**src/rtl/key_debounce_repeat_pkg.sv**
```systemverilog
// Shared constants for the push-key front end: key count, default 50 MHz timing
// and the per-channel FSM state encodings.
package key_debounce_repeat_pkg;

  localparam int NUM_KEYS = 4;

  localparam int DEF_DEBOUNCE_CYCLES = 1_000_000;
  localparam int DEF_REPEAT_DELAY    = 25_000_000;
  localparam int DEF_REPEAT_PERIOD   = 5_000_000;

  typedef logic [1:0] key_state_t;

  localparam logic [1:0] ST_IDLE    = 2'd0;
  localparam logic [1:0] ST_PRESS_F = 2'd1;
  localparam logic [1:0] ST_HELD    = 2'd2;
  localparam logic [1:0] ST_REL_F   = 2'd3;

endpackage

```
**src/rtl/key_debounce_repeat_if.sv**
```systemverilog
// Key bundle between the board pins / key consumer and the debounce front end.
interface key_debounce_repeat_if;
  import key_debounce_repeat_pkg::*;

  logic [NUM_KEYS-1:0] Key_In;
  logic [NUM_KEYS-1:0] Key_Out;
  logic [NUM_KEYS-1:0] Key_Held;

  modport master (output Key_In, input Key_Out, input Key_Held);
  modport slave  (input Key_In, output Key_Out, output Key_Held);

endinterface

```
**src/rtl/key_debounce_repeat_channel.sv**
```systemverilog
// One key: 2-FF synchroniser, press/release debounce FSM and auto-repeat timer.
module key_debounce_repeat_channel
  import key_debounce_repeat_pkg::*;
#(
  parameter int DEBOUNCE_CYCLES = DEF_DEBOUNCE_CYCLES,
  parameter int REPEAT_EN       = 1,
  parameter int REPEAT_DELAY    = DEF_REPEAT_DELAY,
  parameter int REPEAT_PERIOD   = DEF_REPEAT_PERIOD
) (
  input  logic clk,
  input  logic rst_n,
  input  logic key_raw,
  output logic pulse,
  output logic held
);

  localparam int CW = $clog2(DEBOUNCE_CYCLES + 1);
  localparam int RW = $clog2(REPEAT_DELAY + 1);

  localparam logic [CW-1:0] CNT_ONE    = CW'(1);
  localparam logic [CW-1:0] DEB_LAST   = CW'(DEBOUNCE_CYCLES - 1);
  localparam logic [CW-1:0] DEB_FULL   = CW'(DEBOUNCE_CYCLES);
  localparam logic [RW-1:0] RPT_ONE    = RW'(1);
  localparam logic [RW-1:0] RPT_LAST   = RW'(REPEAT_DELAY - 1);
  localparam logic [RW-1:0] RPT_RELOAD = RW'(REPEAT_DELAY - REPEAT_PERIOD);

  if (DEBOUNCE_CYCLES < 2 || REPEAT_PERIOD < 1 || REPEAT_PERIOD > REPEAT_DELAY) begin : g_bad_params
    $error("key_debounce_repeat_channel: need DEBOUNCE_CYCLES>=2 and 1<=REPEAT_PERIOD<=REPEAT_DELAY");
  end

  logic [1:0]    sync;
  logic          s;
  key_state_t    state, state_nxt;
  logic [CW-1:0] cnt, cnt_nxt;
  logic [RW-1:0] rpt, rpt_nxt;
  logic          pulse_nxt, held_nxt;

  // Preset to 1 so a key held through reset looks released until it is re-sampled.
  always_ff @(posedge clk or negedge rst_n) begin
    if (!rst_n) sync <= 2'b11;
    else        sync <= {sync[0], key_raw};
  end

  assign s = sync[1];

  // cnt holds the number of consecutive stable samples already seen; a level is
  // accepted on the edge that takes the DEBOUNCE_CYCLES-th sample.
  always_comb begin
    state_nxt = state;
    cnt_nxt   = cnt;
    rpt_nxt   = rpt;
    pulse_nxt = 1'b0;
    held_nxt  = held;
    case (state)
      ST_IDLE: begin
        if (!s) begin
          state_nxt = ST_PRESS_F;
          cnt_nxt   = CNT_ONE;
        end
      end
      ST_PRESS_F: begin
        if (s) begin
          state_nxt = ST_IDLE;
          cnt_nxt   = '0;
        end else if (cnt >= DEB_LAST) begin
          state_nxt = ST_HELD;
          cnt_nxt   = DEB_FULL;
          rpt_nxt   = '0;
          pulse_nxt = 1'b1;
          held_nxt  = 1'b1;
        end else begin
          cnt_nxt = cnt + CNT_ONE;
        end
      end
      ST_HELD: begin
        if (s) begin
          state_nxt = ST_REL_F;
          cnt_nxt   = CNT_ONE;
        end else if (REPEAT_EN != 0) begin
          if (rpt >= RPT_LAST) begin
            rpt_nxt   = RPT_RELOAD;
            pulse_nxt = 1'b1;
          end else begin
            rpt_nxt = rpt + RPT_ONE;
          end
        end
      end
      ST_REL_F: begin
        // Repeat timer is frozen here and resumes if the release turns out to be a bounce.
        if (!s) begin
          state_nxt = ST_HELD;
          cnt_nxt   = '0;
        end else if (cnt >= DEB_LAST) begin
          state_nxt = ST_IDLE;
          cnt_nxt   = '0;
          held_nxt  = 1'b0;
        end else begin
          cnt_nxt = cnt + CNT_ONE;
        end
      end
      default: begin
        state_nxt = ST_IDLE;
        cnt_nxt   = '0;
        held_nxt  = 1'b0;
      end
    endcase
  end

  always_ff @(posedge clk or negedge rst_n) begin
    if (!rst_n) begin
      state <= ST_IDLE;
      cnt   <= '0;
      rpt   <= '0;
      pulse <= 1'b0;
      held  <= 1'b0;
    end else begin
      state <= state_nxt;
      cnt   <= cnt_nxt;
      rpt   <= rpt_nxt;
      pulse <= pulse_nxt;
      held  <= held_nxt;
    end
  end

endmodule

```
**src/rtl/key_debounce_repeat.sv**
```systemverilog
// 4-key debounce / auto-repeat front end: one independent channel per key pin,
// outputs concatenated into the pulse and held-level buses.
module key_debounce_repeat
  import key_debounce_repeat_pkg::*;
#(
  parameter int DEBOUNCE_CYCLES = DEF_DEBOUNCE_CYCLES,
  parameter int REPEAT_EN       = 1,
  parameter int REPEAT_DELAY    = DEF_REPEAT_DELAY,
  parameter int REPEAT_PERIOD   = DEF_REPEAT_PERIOD
) (
  input  logic                 CLK,
  input  logic                 RST_N,
  key_debounce_repeat_if.slave keys
);

  logic [NUM_KEYS-1:0] pulse;
  logic [NUM_KEYS-1:0] held;

  for (genvar i = 0; i < NUM_KEYS; i++) begin : g_ch
    key_debounce_repeat_channel #(
      .DEBOUNCE_CYCLES (DEBOUNCE_CYCLES),
      .REPEAT_EN       (REPEAT_EN),
      .REPEAT_DELAY    (REPEAT_DELAY),
      .REPEAT_PERIOD   (REPEAT_PERIOD)
    ) u_ch (
      .clk     (CLK),
      .rst_n   (RST_N),
      .key_raw (keys.Key_In[i]),
      .pulse   (pulse[i]),
      .held    (held[i])
    );
  end

  assign keys.Key_Out  = pulse;
  assign keys.Key_Held = held;

endmodule

```
**src/flat_wrapper.sv**
```systemverilog
// flat-port wrapper written by rule: the top's interface ports become plain ports
module key_debounce_repeat_flat import key_debounce_repeat_pkg::*;
#(
  parameter int DEBOUNCE_CYCLES = DEF_DEBOUNCE_CYCLES,
  parameter int REPEAT_EN       = 1,
  parameter int REPEAT_DELAY    = DEF_REPEAT_DELAY,
  parameter int REPEAT_PERIOD   = DEF_REPEAT_PERIOD
)
  (CLK, RST_N, keys_Key_In, keys_Key_Out, keys_Key_Held);
  key_debounce_repeat_if keys_i ();
  input  logic CLK;
  input  logic RST_N;
  input wire logic [$bits(keys_i.Key_In)-1:0] keys_Key_In;
  output wire logic [$bits(keys_i.Key_Out)-1:0] keys_Key_Out;
  output wire logic [$bits(keys_i.Key_Held)-1:0] keys_Key_Held;
  assign keys_i.Key_In = keys_Key_In;
  assign keys_Key_Out = keys_i.Key_Out;
  assign keys_Key_Held = keys_i.Key_Held;
  key_debounce_repeat #(.DEBOUNCE_CYCLES(DEBOUNCE_CYCLES), .REPEAT_EN(REPEAT_EN), .REPEAT_DELAY(REPEAT_DELAY), .REPEAT_PERIOD(REPEAT_PERIOD)) u_core (.CLK(CLK), .RST_N(RST_N), .keys(keys_i));
endmodule
```
**config.mk**
```make
export PLATFORM = sky130hd
export DESIGN_NAME = key_debounce_repeat_flat
export DESIGN_NICKNAME = d
export VERILOG_FILES = /design/src/rtl/key_debounce_repeat_pkg.sv /design/src/rtl/key_debounce_repeat_if.sv /design/src/rtl/key_debounce_repeat_channel.sv /design/src/rtl/key_debounce_repeat.sv /design/src/flat_wrapper.sv
export SDC_FILE = /design/constraint.sdc
export NUM_CORES = 1
export LEC_CHECK = 0
export CAP_MARGIN = 10
export CORE_MARGIN = 2
export CORE_UTILIZATION = 40
export DETAILED_ROUTE_END_ITERATION = 7
export PLACE_DENSITY = 0.62
export SLEW_MARGIN = 10
export SYNTH_ARGS = -nofsm -noshare
export SYNTH_HDL_FRONTEND = slang
export SYNTH_SLANG_ARGS = --single-unit
```
**constraint.sdc**
```tcl
create_clock -name CLK -period 2.72 [get_ports CLK]
set_input_delay 0.272 -clock CLK [delete_from_list [all_inputs] [get_ports CLK]]
set_output_delay 0.272 -clock CLK [all_outputs]
set_load 0.01 [all_outputs]
```
Yosys cells after proc, flatten, opt, wreduce, memory -nomap -nowiden:

Index checks and enable logic that the tools add are counted.

* register bits after elaboration: 204
* output and inout bits: 8
* logic and storage cells: 232
* bits of input ports: 6

* order comparisons: 8
* equality and inequality tests: 48
* reduce and logical (&&, ||, !) cells: 28
* mux-type cells: 116
* add/subtract/negate cells: 8

Operators with widths (count)
* two-way mux 20 bit: 24
* two-way mux 25 bit: 16
* case mux 20 bit (4 select lines): 4
* case mux 25 bit (2 select lines): 4
* adder 25 x 1 -> 25 bit, second input constant: 4
* >= comparator 25 bit, second input constant: 4
* adder 20 x 1 -> 20 bit, second input constant: 4
* >= comparator 20 bit, second input constant: 4
* inequality test 2 bit, second input constant: 28
* two-way mux 2 bit: 24
* two-way mux 1 bit: 32
* case mux 2 bit (4 select lines): 4
* AND reduction 4 bit: 8
* inequality test 3 bit, second input constant: 8
* AND reduction 5 bit: 4
* equality test 2 bit, second input constant: 8
* case mux 1 bit (2 select lines): 8
* nonzero test 2 bit: 8
* equality test 2 x 1 -> 1 bit, second input constant: 4
* zero test 2 bit: 4
* AND reduction 2 bit: 4

Longest topological paths before layout:

* depth in word-level cells: 4
* mapped depth: 10
* mapped depth without buffers: 8

Cells and area by module:

From an unflattened synthesis, not the netlist that was laid out.

* cells, all modules: 1419
* area total of the unflattened synthesis: 12605.8 sq um

By module, submodules not included
* key_debounce_repeat_channel (u_core.g_ch[0].u_ch ...): area an instance 3193.1 sq um, instances 2, cells an instance 354, seq. area each 1278.7 sq um
* key_debounce_repeat_channel (u_core.g_ch[2].u_ch): area an instance 3110.5 sq um, instances 1, cells an instance 356, seq. area each 1278.7 sq um
* key_debounce_repeat_channel (u_core.g_ch[3].u_ch): area an instance 3109.2 sq um, instances 1, cells an instance 355, seq. area each 1278.7 sq um

Worst setup path before layout:

Ideal clock, no wire load.

* kind: register to register
* start point: reg u_core.g_ch[2].u_ch.rpt[0]
* end point: reg u_core.g_ch[2].u_ch.rpt[16]
* data arrival time: 2139 ps
* buffers on the path: 1
* period minus slack after synthesis: 2260 ps
* required time: 2599 ps
* cell stages (with the launch flop): 9
* library setup time: 121 ps
* slack: 460 ps
* cell sequence: dfrtp_1 ha_1 or3b_1 a21oi_1 o41a_1 o311ai_0 clkbuf_1 a31oi_1 o22a_1

* word-level cells in the longest chain between the ends: 4
* elaborated cells on any way between the ends: 5
* classes of those cells: 1 x add/sub; 1 x order compare; 3 x mux

Ends and longest elaborated chain
* start: declaration: RTL line key_debounce_repeat_channel.sv:35 `logic [RW-1:0] rpt, rpt_nxt;`
* start signal: assignment: RTL line key_debounce_repeat_channel.sv:119 `rpt <= rpt_nxt;`
* adder 25 x 1 -> 25 bit or >= comparator 25 bit (tied branches): RTL line key_debounce_repeat_channel.sv:84, key_debounce_repeat_channel.sv:80
* two-way mux 25 bit (*): RTL line key_debounce_repeat_channel.sv:80 `if (rpt >= RPT_LAST) begin`
* two-way mux 25 bit (*): RTL line key_debounce_repeat_channel.sv:76 `if (s) begin`
* case mux 25 bit (2 select lines) (*): RTL line key_debounce_repeat_channel.sv:54 `case (state)`

Mark *: on every way between the ends. The rest lies on a longest branch, timed or not. The select of a mux whose other input is x is not followed.
A chain may end at the register's enable or synchronous reset.

Worst setup path after layout:

* start point: reg u_core.g_ch[0].u_ch.rpt[0]
* end point: reg u_core.g_ch[0].u_ch.rpt[13]

* word-level cells in the longest chain between the ends: 4
* elaborated cells on any way between the ends: 5
* classes of those cells: 1 x add/sub; 1 x order compare; 3 x mux

Ends and longest elaborated chain (RTL line)
* start: declaration: key_debounce_repeat_channel.sv:35
* start signal: assignment: key_debounce_repeat_channel.sv:119
* adder 25 x 1 -> 25 bit or >= comparator 25 bit (tied branches): key_debounce_repeat_channel.sv:84, key_debounce_repeat_channel.sv:80
* two-way mux 25 bit (*): key_debounce_repeat_channel.sv:80
* two-way mux 25 bit (*): key_debounce_repeat_channel.sv:76
* case mux 25 bit (2 select lines) (*): key_debounce_repeat_channel.sv:54

Marked as above.

==> flow_metrics.tcl <==
set metrics [dict create \
    outcome "completed" \
    gr-usage-met1_pct 26.8 \
    async_reset_ff_share_pct 100 \
    yosys_register_bits 204 \
    synthFlopType "dfrtp_1" \
    finClkSkew_ns 0.00921 \
    clkLatencyLatePin_ns 0.52 \
    critPathMaxFanout 34 \
    io_pins 14 \
    layout_common_cells "dfrtp_1, nand2_1, o21ai_0, nor2_1, nand3_1" \
    via_per_inst 5.94 \
    synth_top_family_by_area "compound AO/OA/AOI/OAI gates" \
    start_util_pct 40.3 \
    track_usage_pct 18.4 \
    numCtsBuffers 25 \
    drt_wl_total_mm 29.0 \
    synth_edf_count 0 \
    ys_seq_area_share_pct 41.7 \
    busiest_layer "met2" \
    wire_per_inst_um 15.9 \
    portBuffers 13 \
    path_clk_slew_ns 0.05 \
    timing.fmax_mhz 402 \
    globalplace.congestion 0.841 \
    cts_tree "built" \
    drc 0 \
    rows 64 \
    clockRootBuffer "clkbuf_16" \
    arrival_ns 2.94 \
    power_density_nw_per_um2 722 \
    vias 10900 \
    worstSetupPathType "reg -> reg" \
    fin_crit_ns 2.49 \
    synth_area_per_cell_um2 8.83 \
    period_share_pct 91.5 \
    setup_tns_ns 0 \
    nets 1448 \
    cts.sinks 204 \
    synth_fa_ha_area_share_pct 2.45 \
    ctsHtreeMaxLevel 1 \
    grt_start_max_net_pins 69 \
    firstDrtPassIters 5 \
    synth_cells 1391 \
    dieArea_um2 32100 \
    grt_use_met2_pct 29.2 \
    grt_overflow 0 \
    grtUsageMet3_pct 2.01 \
    synth_xor_area_share_pct 0.0713 \
    ys_types 80 \
    slew_headroom_pct 55.2 \
    area_growth_pct 12.6 \
    placeableCoreArea_um2 30400 \
    leakage_nw 5.69 \
    drtAntennaViolNets 0 \
    whs_ns 0.151 \
    setup_viol_count_final 0 \
    cts_buffer_depth 3 \
    worstSetupStartpointType "register" \
    slowest_delay_ns 0.40 \
    slowest_stage "dfrtp_1" \
    grt_antenna_before_repair 0 \
    fp.dieW_um 179 \
    synth_mux_area_share_pct 0.673 \
    cp_cell_sequence "ha_1 -> nand3_1 -> or2_2 -> or3_1 -> a31o_2 -> buf_4 -> a41oi_1 -> o22a_1" \
    cp-end-kind "register" \
    final_hold_viol_count 0 \
    die_h_um 179 \
    hp-class "in -> reg" \
    synth-simple-area-share_pct 23.9 \
    layout-drive-gt1-share_pct 9.82 \
    yosys_warnings 0 \
    slew_viol_final 0 \
    crit_family "simple AND/OR/NAND/NOR gates" \
    max-cap-violations 0 \
    drt_iter0_drc 746 \
    rsz0062_at_grt "false" \
    vdd_drop_max_uv 424 \
    grt_pass1_wl_mm 50.0 \
    synth_area_um2 12300 \
    hpwl_mm 19.3 \
    synth_compound_area_share_pct 27.4 \
    syn_nets 1421 \
    cp.required_ns 3.18 \
    crit_buf_inv 1 \
    antenna_cells 0 \
    cts_setup_buffers 0 \
    worst_pin_slew_ns 0.666 \
    grt_pass1_vias 10200 \
    layout_commonest_cell "dfrtp_1" \
]
cells by family after synthesis:
family                     count (synthesis)
adders and majority gates                 24
AOI/OAI and AO/OA                        476
buffers and inverters                    108
xor gates and xnor gates                   1
DFF                                      204
muxes                                      8
and+or+nand+nor                          570
repair_timing:
action	in CTS	in global routing
endpoints found under the hold margin	63	0
setup endpoints to repair	0	9
hold buffers	1	0
gates resized for setup	0	1
final timing paths:
| path | from | endpoint | slack (ns) | cells after the start |
|---|---|---|---|---|
| setup / recovery | u_core.g_ch[0].u_ch.rpt[0]$_DFFE_PN0P_ | u_core.g_ch[0].u_ch.rpt[13]$_DFFE_PN0P_ | 0.23 | 8 |
| hold / removal | keys_Key_In[2] | u_core.g_ch[2].u_ch.sync[0]$_DFF_PN1_ | 0.15 | 1 |
| setup reg to reg | u_core.g_ch[0].u_ch.rpt[0]$_DFFE_PN0P_ | u_core.g_ch[0].u_ch.rpt[13]$_DFFE_PN0P_ | 0.23 | 8 |
| hold reg to reg | u_core.g_ch[3].u_ch.sync[0]$_DFF_PN1_ | u_core.g_ch[3].u_ch.sync[1]$_DFF_PN1_ | 0.36 | 0 |
| max in group asynchronous | RST_N | u_core.g_ch[0].u_ch.sync[0]$_DFF_PN1_ | 1.62 | 3 |
| min in group asynchronous | RST_N | u_core.g_ch[0].u_ch.cnt[6]$_DFFE_PN0P_ | 0.29 | 2 |
state kept, by name (all words and copies together), names as in the netlist, named ones only:
name and flops:
u_core.g_ch.u_ch.rpt 100, u_core.g_ch.u_ch.sync 8, u_core.g_ch.u_ch.state 4, u_core.g_ch.u_ch.pulse 4, u_core.g_ch.u_ch.held 4, u_core.g_ch.u_ch.cnt 80
final cells by class:
cell class	count	area, µm²
clock buffers	38	744
inverters	43	161
multi-input cells	1079	6690
flip-flops and latches	204	5110
repair buffers	65	553
fillers	2982	16600
clock inverters	7	63.8
well taps	396	495
metal layers:
metal | vias up | routed length (µm)
li1 | 5352 | -
met3 | 35 | 839
met1 | 5337 | 14500
met4 | 0 | 507
met5 | - | 0
met2 | 155 | 13200
synth_stat cells (all sizes together) (23+ instances only):
cell type / n / area, µm²
and2: 28 / 175
nand2: 148 / 556
dfrtp: 196 / 4900
nand4: 39 / 244
nor2b: 23 / 144
nor3: 43 / 215
o21ai: 124 / 621
ha: 24 / 300
a22o: 58 / 508
nand3: 82 / 425
nor2: 91 / 349
and3: 31 / 194
a31oi: 29 / 181
o31ai: 36 / 284
buf: 26 / 164
a21oi: 74 / 378
clkbuf: 39 / 148
inv: 43 / 161
where the power goes:
| part | internal [mW] | switching, mW | total (mW) |
|---|---|---|---|
| clock network | 1.97 | 1.27 | 3.24 |
| registers | 3.27 | 0.257 | 3.52 |
| logic | 1.17 | 2.05 | 3.22 |
| total | 6.40 | 3.58 | 9.98 |
per-stage QoR:
step	power (mW)	std cells	cell area (µm²)	utilization, %	setup slack [ns]
global placement	6.71	1786	13000	42.7	0.265
global route	10.6	1832	13800	45.4	0.0231
CTS	10.1	1832	13800	45.4	0.174
finish	9.98	1832	13800	45.4	0.232
detailed placement	6.76	1786	13000	42.7	0.201
floorplan	5.81	1391	12300	-	0.460
No activity file was read; power rests on OpenSTA's default activity.
